**config.mk**
```make
export PLATFORM = sky130hd
export DESIGN_NAME = mips_out_capture_flat
export DESIGN_NICKNAME = d
export VERILOG_FILES = /design/src/rtl/mips_out_capture_if.sv /design/src/rtl/mips_out_capture.sv /design/src/flat_wrapper.sv
export SDC_FILE = /design/constraint.sdc
export NUM_CORES = 1
export LEC_CHECK = 0
export CAP_MARGIN = 20
export CORE_MARGIN = 2
export CORE_UTILIZATION = 35
export DETAILED_ROUTE_END_ITERATION = 8
export SYNTH_ARGS = -nofsm -noshare
export SYNTH_HDL_FRONTEND = slang
export SYNTH_SLANG_ARGS = --single-unit
export TNS_END_PERCENT = 30
```
**constraint.sdc**
```tcl
create_clock -name clk -period 4.15 [get_ports clk]
set_input_delay 0.83 -clock clk [delete_from_list [all_inputs] [get_ports clk]]
set_output_delay 0.83 -clock clk [all_outputs]
set_load 0.005 [all_outputs]
```
**src/rtl/mips_out_capture_if.sv**
```systemverilog
// Bundle of the observed processor outputs, the capture controls and the
// host read port for mips_out_capture.
interface mips_out_capture_if #(
    parameter int DATA_W = 32,
    parameter int ADDR_W = 4,
    parameter int CNT_W  = 16
);
    logic [DATA_W-1:0] mipsOut;
    logic              overflow;
    logic              capture_en;
    logic              clr_stats;
    logic              rd_ready;
    logic              rd_valid;
    logic [DATA_W-1:0] rd_data;
    logic              rd_ovf;
    logic [ADDR_W:0]   level;
    logic [CNT_W-1:0]  dropped;
    logic              sticky_ovf;

    // Host / bench side: drives the observed bus and controls, reads the FIFO.
    modport master (
        output mipsOut, overflow, capture_en, clr_stats, rd_ready,
        input  rd_valid, rd_data, rd_ovf, level, dropped, sticky_ovf
    );

    // Capture block side.
    modport slave (
        input  mipsOut, overflow, capture_en, clr_stats, rd_ready,
        output rd_valid, rd_data, rd_ovf, level, dropped, sticky_ovf
    );
endinterface

```
**src/rtl/mips_out_capture.sv**
```systemverilog
// Change-capture consumer for the processor outputs: records every change of
// {overflow, mipsOut} into a FIFO and presents it on a FWFT valid/ready port.
//
//  state | meaning
//  IDLE  | capture disabled; next enabled cycle pushes unconditionally
//  RUN   | capture enabled; push on value change or rising overflow
module mips_out_capture #(
    parameter int DATA_W = 32,
    parameter int ADDR_W = 4,
    parameter int CNT_W  = 16
) (
    input logic                clk,
    input logic                rst,
    mips_out_capture_if.slave  bus
);
    localparam int DEPTH = 1 << ADDR_W;
    localparam logic [ADDR_W:0] FULL_LEVEL = (ADDR_W+1)'(DEPTH);
    localparam logic [ADDR_W:0] ONE_LEVEL  = {{ADDR_W{1'b0}}, 1'b1};

    typedef enum logic {IDLE, RUN} state_t;

    state_t            state, state_next;
    logic [DATA_W-1:0] prev_out;
    logic              prev_ovf;
    logic [DATA_W:0]   mem [DEPTH];
    logic [ADDR_W-1:0] rd_ptr, wr_ptr, rd_ptr_inc;
    logic [ADDR_W:0]   level_q;
    logic [DATA_W-1:0] head_data;
    logic              head_ovf;
    logic [CNT_W-1:0]  dropped_q;
    logic              sticky_q;
    logic              push_req, pop, empty, full, push_ok, drop;

    assign empty      = (level_q == '0);
    assign full       = (level_q == FULL_LEVEL);
    // Pop depends only on registered state, so a push into an empty FIFO is never popped the same cycle.
    assign pop        = !empty && bus.rd_ready;
    assign push_ok    = push_req && (!full || pop);
    assign drop       = push_req && full && !pop;
    assign rd_ptr_inc = rd_ptr + 1'b1;

    // State register.
    always_ff @(posedge clk or posedge rst) begin
        if (rst) state <= IDLE;
        else     state <= state_next;
    end

    // Next-state and push request.
    always_comb begin
        state_next = state;
        push_req   = 1'b0;
        case (state)
            IDLE: begin
                if (bus.capture_en) begin
                    push_req   = 1'b1;
                    state_next = RUN;
                end
            end
            RUN: begin
                if (!bus.capture_en) begin
                    state_next = IDLE;
                end else if ((bus.mipsOut != prev_out) || (bus.overflow && !prev_ovf)) begin
                    push_req = 1'b1;
                end
            end
            default: state_next = IDLE;
        endcase
    end

    // Previous-sample registers follow the bus only while capturing.
    always_ff @(posedge clk or posedge rst) begin
        if (rst) begin
            prev_out <= '0;
            prev_ovf <= 1'b0;
        end else if (bus.capture_en) begin
            prev_out <= bus.mipsOut;
            prev_ovf <= bus.overflow;
        end
    end

    // Storage array; never read while its slot is invalid, so it needs no reset.
    always_ff @(posedge clk) begin
        if (push_ok) mem[wr_ptr] <= {bus.overflow, bus.mipsOut};
    end

    // Pointers and occupancy.
    always_ff @(posedge clk or posedge rst) begin
        if (rst) begin
            rd_ptr  <= '0;
            wr_ptr  <= '0;
            level_q <= '0;
        end else begin
            if (push_ok) wr_ptr <= wr_ptr + 1'b1;
            if (pop)     rd_ptr <= rd_ptr_inc;
            case ({push_ok, pop})
                2'b10:   level_q <= level_q + 1'b1;
                2'b01:   level_q <= level_q - 1'b1;
                default: level_q <= level_q;
            endcase
        end
    end

    // Head register mirrors mem[rd_ptr]; it holds the last popped entry once empty.
    always_ff @(posedge clk or posedge rst) begin
        if (rst) begin
            head_data <= '0;
            head_ovf  <= 1'b0;
        end else if (push_ok && (empty || (pop && level_q == ONE_LEVEL))) begin
            head_data <= bus.mipsOut;
            head_ovf  <= bus.overflow;
        end else if (pop && level_q != ONE_LEVEL) begin
            {head_ovf, head_data} <= mem[rd_ptr_inc];
        end
    end

    // Drop counter (saturating) and sticky overflow; a new event beats a clear.
    always_ff @(posedge clk or posedge rst) begin
        if (rst) begin
            dropped_q <= '0;
            sticky_q  <= 1'b0;
        end else begin
            if (bus.clr_stats)
                dropped_q <= {{(CNT_W-1){1'b0}}, drop};
            else if (drop && dropped_q != '1)
                dropped_q <= dropped_q + 1'b1;

            if (bus.capture_en && bus.overflow) sticky_q <= 1'b1;
            else if (bus.clr_stats)             sticky_q <= 1'b0;
        end
    end

    assign bus.rd_valid   = !empty;
    assign bus.rd_data    = head_data;
    assign bus.rd_ovf     = head_ovf;
    assign bus.level      = level_q;
    assign bus.dropped    = dropped_q;
    assign bus.sticky_ovf = sticky_q;
endmodule

```
**src/flat_wrapper.sv**
```systemverilog
// flat-port wrapper written by rule: the top's interface ports become plain ports
module mips_out_capture_flat 
#(
    parameter int DATA_W = 32,
    parameter int ADDR_W = 4,
    parameter int CNT_W  = 16
)
  (clk, rst, bus_mipsOut, bus_overflow, bus_capture_en, bus_clr_stats, bus_rd_ready, bus_rd_valid, bus_rd_data, bus_rd_ovf, bus_level, bus_dropped, bus_sticky_ovf);
  mips_out_capture_if #(.DATA_W(DATA_W), .ADDR_W(ADDR_W), .CNT_W(CNT_W)) bus_i ();
  input logic clk;
  input logic rst;
  input wire logic [$bits(bus_i.mipsOut)-1:0] bus_mipsOut;
  input wire logic [$bits(bus_i.overflow)-1:0] bus_overflow;
  input wire logic [$bits(bus_i.capture_en)-1:0] bus_capture_en;
  input wire logic [$bits(bus_i.clr_stats)-1:0] bus_clr_stats;
  input wire logic [$bits(bus_i.rd_ready)-1:0] bus_rd_ready;
  output wire logic [$bits(bus_i.rd_valid)-1:0] bus_rd_valid;
  output wire logic [$bits(bus_i.rd_data)-1:0] bus_rd_data;
  output wire logic [$bits(bus_i.rd_ovf)-1:0] bus_rd_ovf;
  output wire logic [$bits(bus_i.level)-1:0] bus_level;
  output wire logic [$bits(bus_i.dropped)-1:0] bus_dropped;
  output wire logic [$bits(bus_i.sticky_ovf)-1:0] bus_sticky_ovf;
  assign bus_i.mipsOut = bus_mipsOut;
  assign bus_i.overflow = bus_overflow;
  assign bus_i.capture_en = bus_capture_en;
  assign bus_i.clr_stats = bus_clr_stats;
  assign bus_i.rd_ready = bus_rd_ready;
  assign bus_rd_valid = bus_i.rd_valid;
  assign bus_rd_data = bus_i.rd_data;
  assign bus_rd_ovf = bus_i.rd_ovf;
  assign bus_level = bus_i.level;
  assign bus_dropped = bus_i.dropped;
  assign bus_sticky_ovf = bus_i.sticky_ovf;
  mips_out_capture #(.DATA_W(DATA_W), .ADDR_W(ADDR_W), .CNT_W(CNT_W)) u_core (.clk(clk), .rst(rst), .bus(bus_i));
endmodule
```
# Yosys cells after proc, flatten, opt, wreduce, memory -nomap -nowiden
# Memories as Yosys holds them, arrays and structs flattened.
# Index checks and enable logic that the tools add are counted.
# word_totals
reg_bits,97
mem_bits_rw,528
in_bits,38
n_memories,1
# classes
n_addsub,5
n_eq_ne,7
mux,15
n_bitwise,1
reduce_logical,22
# memory_table
memory,depth,word_bits,rd,rd_ports_with_merged_regs,write_ports,line_no,text
u_core.mem,16,33,1,0,1,mips_out_capture.sv:25,logic [DATA_W:0] mem [DEPTH];
# op_table
cell,count
32-bit 2-to-1 mux,2
16-bit 2-to-1 mux,2
32-bit != test,1
16-bit by 1-bit adder with 16-bit output (second input constant),1
16-bit != test (second input constant),1
1-bit logical AND,10
5-bit case mux with 2 select lines,1
1-bit 2-to-1 mux,9
4-bit by 1-bit adder with 4-bit output (second input constant),2
2-bit nonzero test,4
5-bit by 1-bit adder with 5-bit output (second input constant),1
5-bit by 1-bit == test with 1-bit output (second input constant),1
5-bit == test (second input constant),1
5-bit logical NOT,1
5-bit by 1-bit != test with 1-bit output (second input constant),1
5-bit by 1-bit subtractor with 5-bit output (second input constant),1
1-bit logical NOT,4
1-bit logical OR,3
2-bit by 1-bit == test with 1-bit output (second input constant),1
2-bit == test (second input constant),1
1-bit case mux with 2 select lines,1
1-bit NOT,1

# Depth between registers and ports, before layout
# logic_depth
ltp_word,11
depth_mapped,11
ltp_nobuf,10

# Worst setup path after synthesis
# No wires, ideal clock.
# synth_timing
path_kind,input-to-reg
start,in bus_mipsOut[2]
end,mem u_core.mem[3][0] (netlist bit) (enable)
setup_ns,0.393
arrival_time_ns,2.649
t_required_ns,3.757
setup_slack_ns,1.108
stages,7
cell_sequence,nand2b_1 -> o2111ai_1 -> or4_1 -> nor3_4 -> buf_2 -> nor3b_1 -> and2_1
# synth_via
elab_chain_cells,8
# synth_lines
element,line_no,text
"start, declared",flat_wrapper.sv:12,input wire logic [$bits(bus_i.mipsOut)-1:0] bus_mipsOut;
32-bit != test,mips_out_capture.sv:62,end else if ((bus.mipsOut != prev_out) || (bus.overflow && !prev_ovf)) begin
1-bit logical OR,mips_out_capture.sv:62,
1-bit 2-to-1 mux,mips_out_capture.sv:62,
1-bit 2-to-1 mux,mips_out_capture.sv:60,if (!bus.capture_en) begin
1-bit case mux with 2 select lines,mips_out_capture.sv:52,case (state)
1-bit logical AND,mips_out_capture.sv:38,assign push_ok = push_req && (!full || pop);
1-bit 2-to-1 mux,mips_out_capture.sv:83,"if (push_ok) mem[wr_ptr] <= {bus.overflow, bus.mipsOut};"
1-bit 2-to-1 mux (not written as such),mips_out_capture.sv:83,
"end, declared",mips_out_capture.sv:25,
# Every way passes these cells.

# Worst setup path in the final report
# layout_timing
start,in bus_mipsOut[21]
end,mem u_core.mem[12][16] (netlist bit) (enable)
# Same word-level chain as after synthesis.

==> key figures <==
GRT
  – Largest net degree at the start of global routing: 81
  – Gr ovfl total: 0
  – Vias in the first global route: 13300
  – First-pass GRT wire length: 87.9 mm
  – Initial antenna violation count: 2
  – Global Route Usage Sum: 16.3%

Placed design
  – Detail Placement HPWL: 35.8 mm
  – I/O Buffers: 93
  – Placed Cells incl. Taps: 2290
  – Post-DP Area: 0.0276 mm2
  – Routability-driven placement congestion ratio: 0.755

STA
  – Post-route minimum period: 3.40 ns
  – Final setup vio count: 0
  – Hold WS: 0.488 ns
  – Final Slew Violations: 0
  – Unrepaired setup endpoints after global routing: false
  – Tcrit/Tclk final: 82.0%
  – Clock skew: 0.0269 ns
  – Setup_tns: 0 ns
  – Endpoints failing hold: 0
  – Slew HR: 42.4%
  – Slew at the pin with the worst max-slew slack: 0.861 ns
  – Fmax: 0.294 GHz

Power
  – Pleak: 10.2 nW
  – Clock network power share: 29.1%
  – NetSw: 0.00643 W
  – Cell area power density: 712 mW/mm2
  – Comb pwr share: 33.3%
  – Sequential power share: 37.6%
  – Worst VDD drop: 478 uV
  – Sw Ratio: 30.2%
  – Int Power: 0.0149 W

Clocking
  – Worst skew pair latency: 0.60 ns
  – CTS buffer count: 69
  – CTS tree: yes
  – Clk sinks: 625
  – CTS Hold Bufs: 0
  – Worst-path clk slew: 0.06 ns
  – # H-tree levels: 3
  – CTS Root Cell: clkbuf_16
  – Setup Buffers After CTS: 0
  – CTS max path bufs: 3
  – Post_cts resized: 0

Worst setup path
  – Critical path class: input pin to flip-flop
  – Signal arrival time at the worst endpoint: 3.69 ns
  – Worst endpoint required time: 4.44 ns
  – CP Capture Type: flip-flop
  – Critical Path Fanout Max: 15
  – Crit path buf inv count: 2
  – Critical-path cell list: clkdlybuf4s50_1 -> xor2_1 -> nor3_1 -> nand3_1 -> nor3_4 -> nor2_1 -> and3_2 -> buf_12
  – Startpoint types: input pin
  – Crit path max-delay cell type: nor2_1
  – Max incr delay on CP: 0.66 ns
  – CP top delay family: simple AND/OR/NAND/NOR gates

Yosys
  – Gate Count Post-Synth: 1233
  – Asr flop ratio synth: 15.5%
  – Post-synthesis sequential area ratio: 73.5%
  – Post-synth top area cell: edfxtp_1
  – Top cells by area, synth: edfxtp_1 64%, mux4_2 12%, dfrtp_1 9.8%
  – EDFF count, synth: 528
  – Syn_area_per_cell: 20.2 um2
  – Ys Warns: 0
  – Synthesized flop and latch total: 625
  – Synth Cell Area: 0.0249 mm2
  – Share of the synthesized area in the top cell type: 63.7%
  – Library cells used by synthesis: 45
  – Main synth FF type: edfxtp_1
  – Syn Nets: 1282

Drt
  – Via count: 12600
  – Drt first pass iters: 5
  – DR vias/cell: 5.20
  – DR DRC count: 0
  – Drt total wl: 59.3 mm
  – ANT nets after route: 0
  – Drt wl/cell: 24.5 um
  – Initial drt markers: 1083

Layout
  – Nets: 1470
  – Most frequent cells in the layout: 528 x edfxtp_1, 132 x mux4_2, 96 x dfrtp_1
  – Commonest non-fill, non-tap cell in the layout: edfxtp_1
  – Share of layout cells above drive strength 1: 28.5%
  – FF+latch area: 0.0183 mm2
  – Area of the multi-input gates: 0.00631 mm2
  – Area growth syn-to-layout: 20.3%
  – Core Util, Final: 42.7%
  – FILL cells: 6120
  – Post-Layout Cell Count: 2417
  – ANT cells: 0
  – Design Area, Final: 0.0299 mm2

Flow run
  – Max_cap viols: 0

Die
  – I/O pins: 94
  – Initial Util: 35.5%
  – Die Area: 0.0732 mm2
  – Die width: 271 um
  – Site Rows: 97
  – Die height: 271 um
  – Area of the core: 0.0701 mm2

Hold path
  – Hold Crit Class: flip-flop to flip-flop

Status
  – Status: finished, final reports clean
[stage by stage]
step	setup slack, ns	power (W)
after global placement	0.123	0.0153
final	0.746	0.0213
after detailed placement	0.143	0.0153
after CTS	0.768	0.0216
after global routing	0.496	0.0223
after floorplan	0.786	0.0127
[registers in the layout, indices dropped and copies added, names as in the netlist]
name / cells
u_core.prev_out: 32
u_core.bus.dropped: 16
u_core.wr_ptr: 4
u_core.state: 1
u_core.bus.rd_ovf: 1
u_core.rd_ptr: 4
u_core.bus.level: 5
u_core.prev_ovf: 1
u_core.bus.rd_data: 32
u_core.bus.sticky_ovf: 1
u_core.mem: 528
[power by group through the flow]
stage / sequential, W / clock [W] / combinational [W]
finish: 0.00800 / 0.00620 / 0.00710
detailed placement: 0.00813 / 0 / 0.00721
global route: 0.00806 / 0.00658 / 0.00763
global placement: 0.00810 / 0 / 0.00717
CTS: 0.00801 / 0.00635 / 0.00724
floorplan: 0.00800 / 0 / 0.00475
[metal layers]
layer | vias to the layer above | track usage, % | share of wire, %
met3 | 103 | 3.34 | 5.6
li1 | 5415 | - | -
met2 | 389 | 26.1 | 48
met5 | - | 0 | 0.037
met1 | 6665 | 21.9 | 43
met4 | 4 | 6.08 | 3.1
[worst paths after layout]
path | start | to | slack, ns | cells past startpoint
worst min register to register | u_core.rd_ptr[3] | u_core.rd_ptr[3] | 0.49 | 1
max in group asynchronous | rst | u_core.bus.rd_data[11] | 2.71 | 3
worst max-delay path | bus_mipsOut[21] | u_core.mem[12][16] | 0.75 | 8
worst min-delay path | u_core.rd_ptr[3] | u_core.rd_ptr[3] | 0.49 | 1
worst max register to register | u_core.bus.level[1] | u_core.mem[12][16] | 0.96 | 7
min in group asynchronous | rst | u_core.bus.dropped[1] | 0.64 | 2
[Yosys cell counts (2+ instances only)]
master and count:
edfxtp_1 528, mux4_2 132, dfrtp_1 97, mux2_2 67, mux2i_1 67, nand2_1 44, xor2_1 37, o221ai_1 33
buf_2 28, clkbuf_1 26, a21oi_1 16, and3_1 13, nand3_1 12, nor2_1 12, ha_1 11, o31ai_1 11
or4_1 11, inv_1 10, buf_1 9, and2_1 8, nor4_1 8, xnor2_1 7, o21ai_0 6, nand2b_1 5
nor2b_1 5, and4_1 3, buf_6 3, nand4_1 3, mux2_1 2, nand4b_1 2, nor3_1 2, or3_1 2
[logic make-up (layout without fill, tap and decap cells)]
family / count (synthesis) / in the layout / share of synthesized area, %
multiplexers: 268 / 268 / 17.8
XOR/XNOR: 44 / 44 / 1.55
buffers and inverters: 76 / 320 / 1.38
adder cells (fa/ha/maj): 11 / 11 / 0.553
AO/OA/AOI/OAI: 69 / 69 / 2.12
AND/OR/NAND/NOR: 140 / 140 / 3.14
flip-flops: 625 / 625 / 73.5
[area by class of cell]
| class | count | share of cell area, % |
|---|---|---|
| clock buffer | 102 | 6.77 |
| multi-input combinational | 532 | 21.1 |
| clock inverter | 25 | 1.04 |
| timing repair buffer | 183 | 5.94 |
| sequential | 625 | 61.1 |
| tap | 940 | 3.93 |
| inverter | 10 | 0.134 |
[worst reg2reg max path, stage by stage, from the launching register on]
cell and delay (ns):
dfrtp_1 0.45, inv_1 0.12, ha_1 0.24, and4b_1 0.25, nand2b_1 0.27, nor2_1 0.72, and3_2 0.59, buf_12 0.23
No activity file was read; power rests on OpenSTA's default activity.
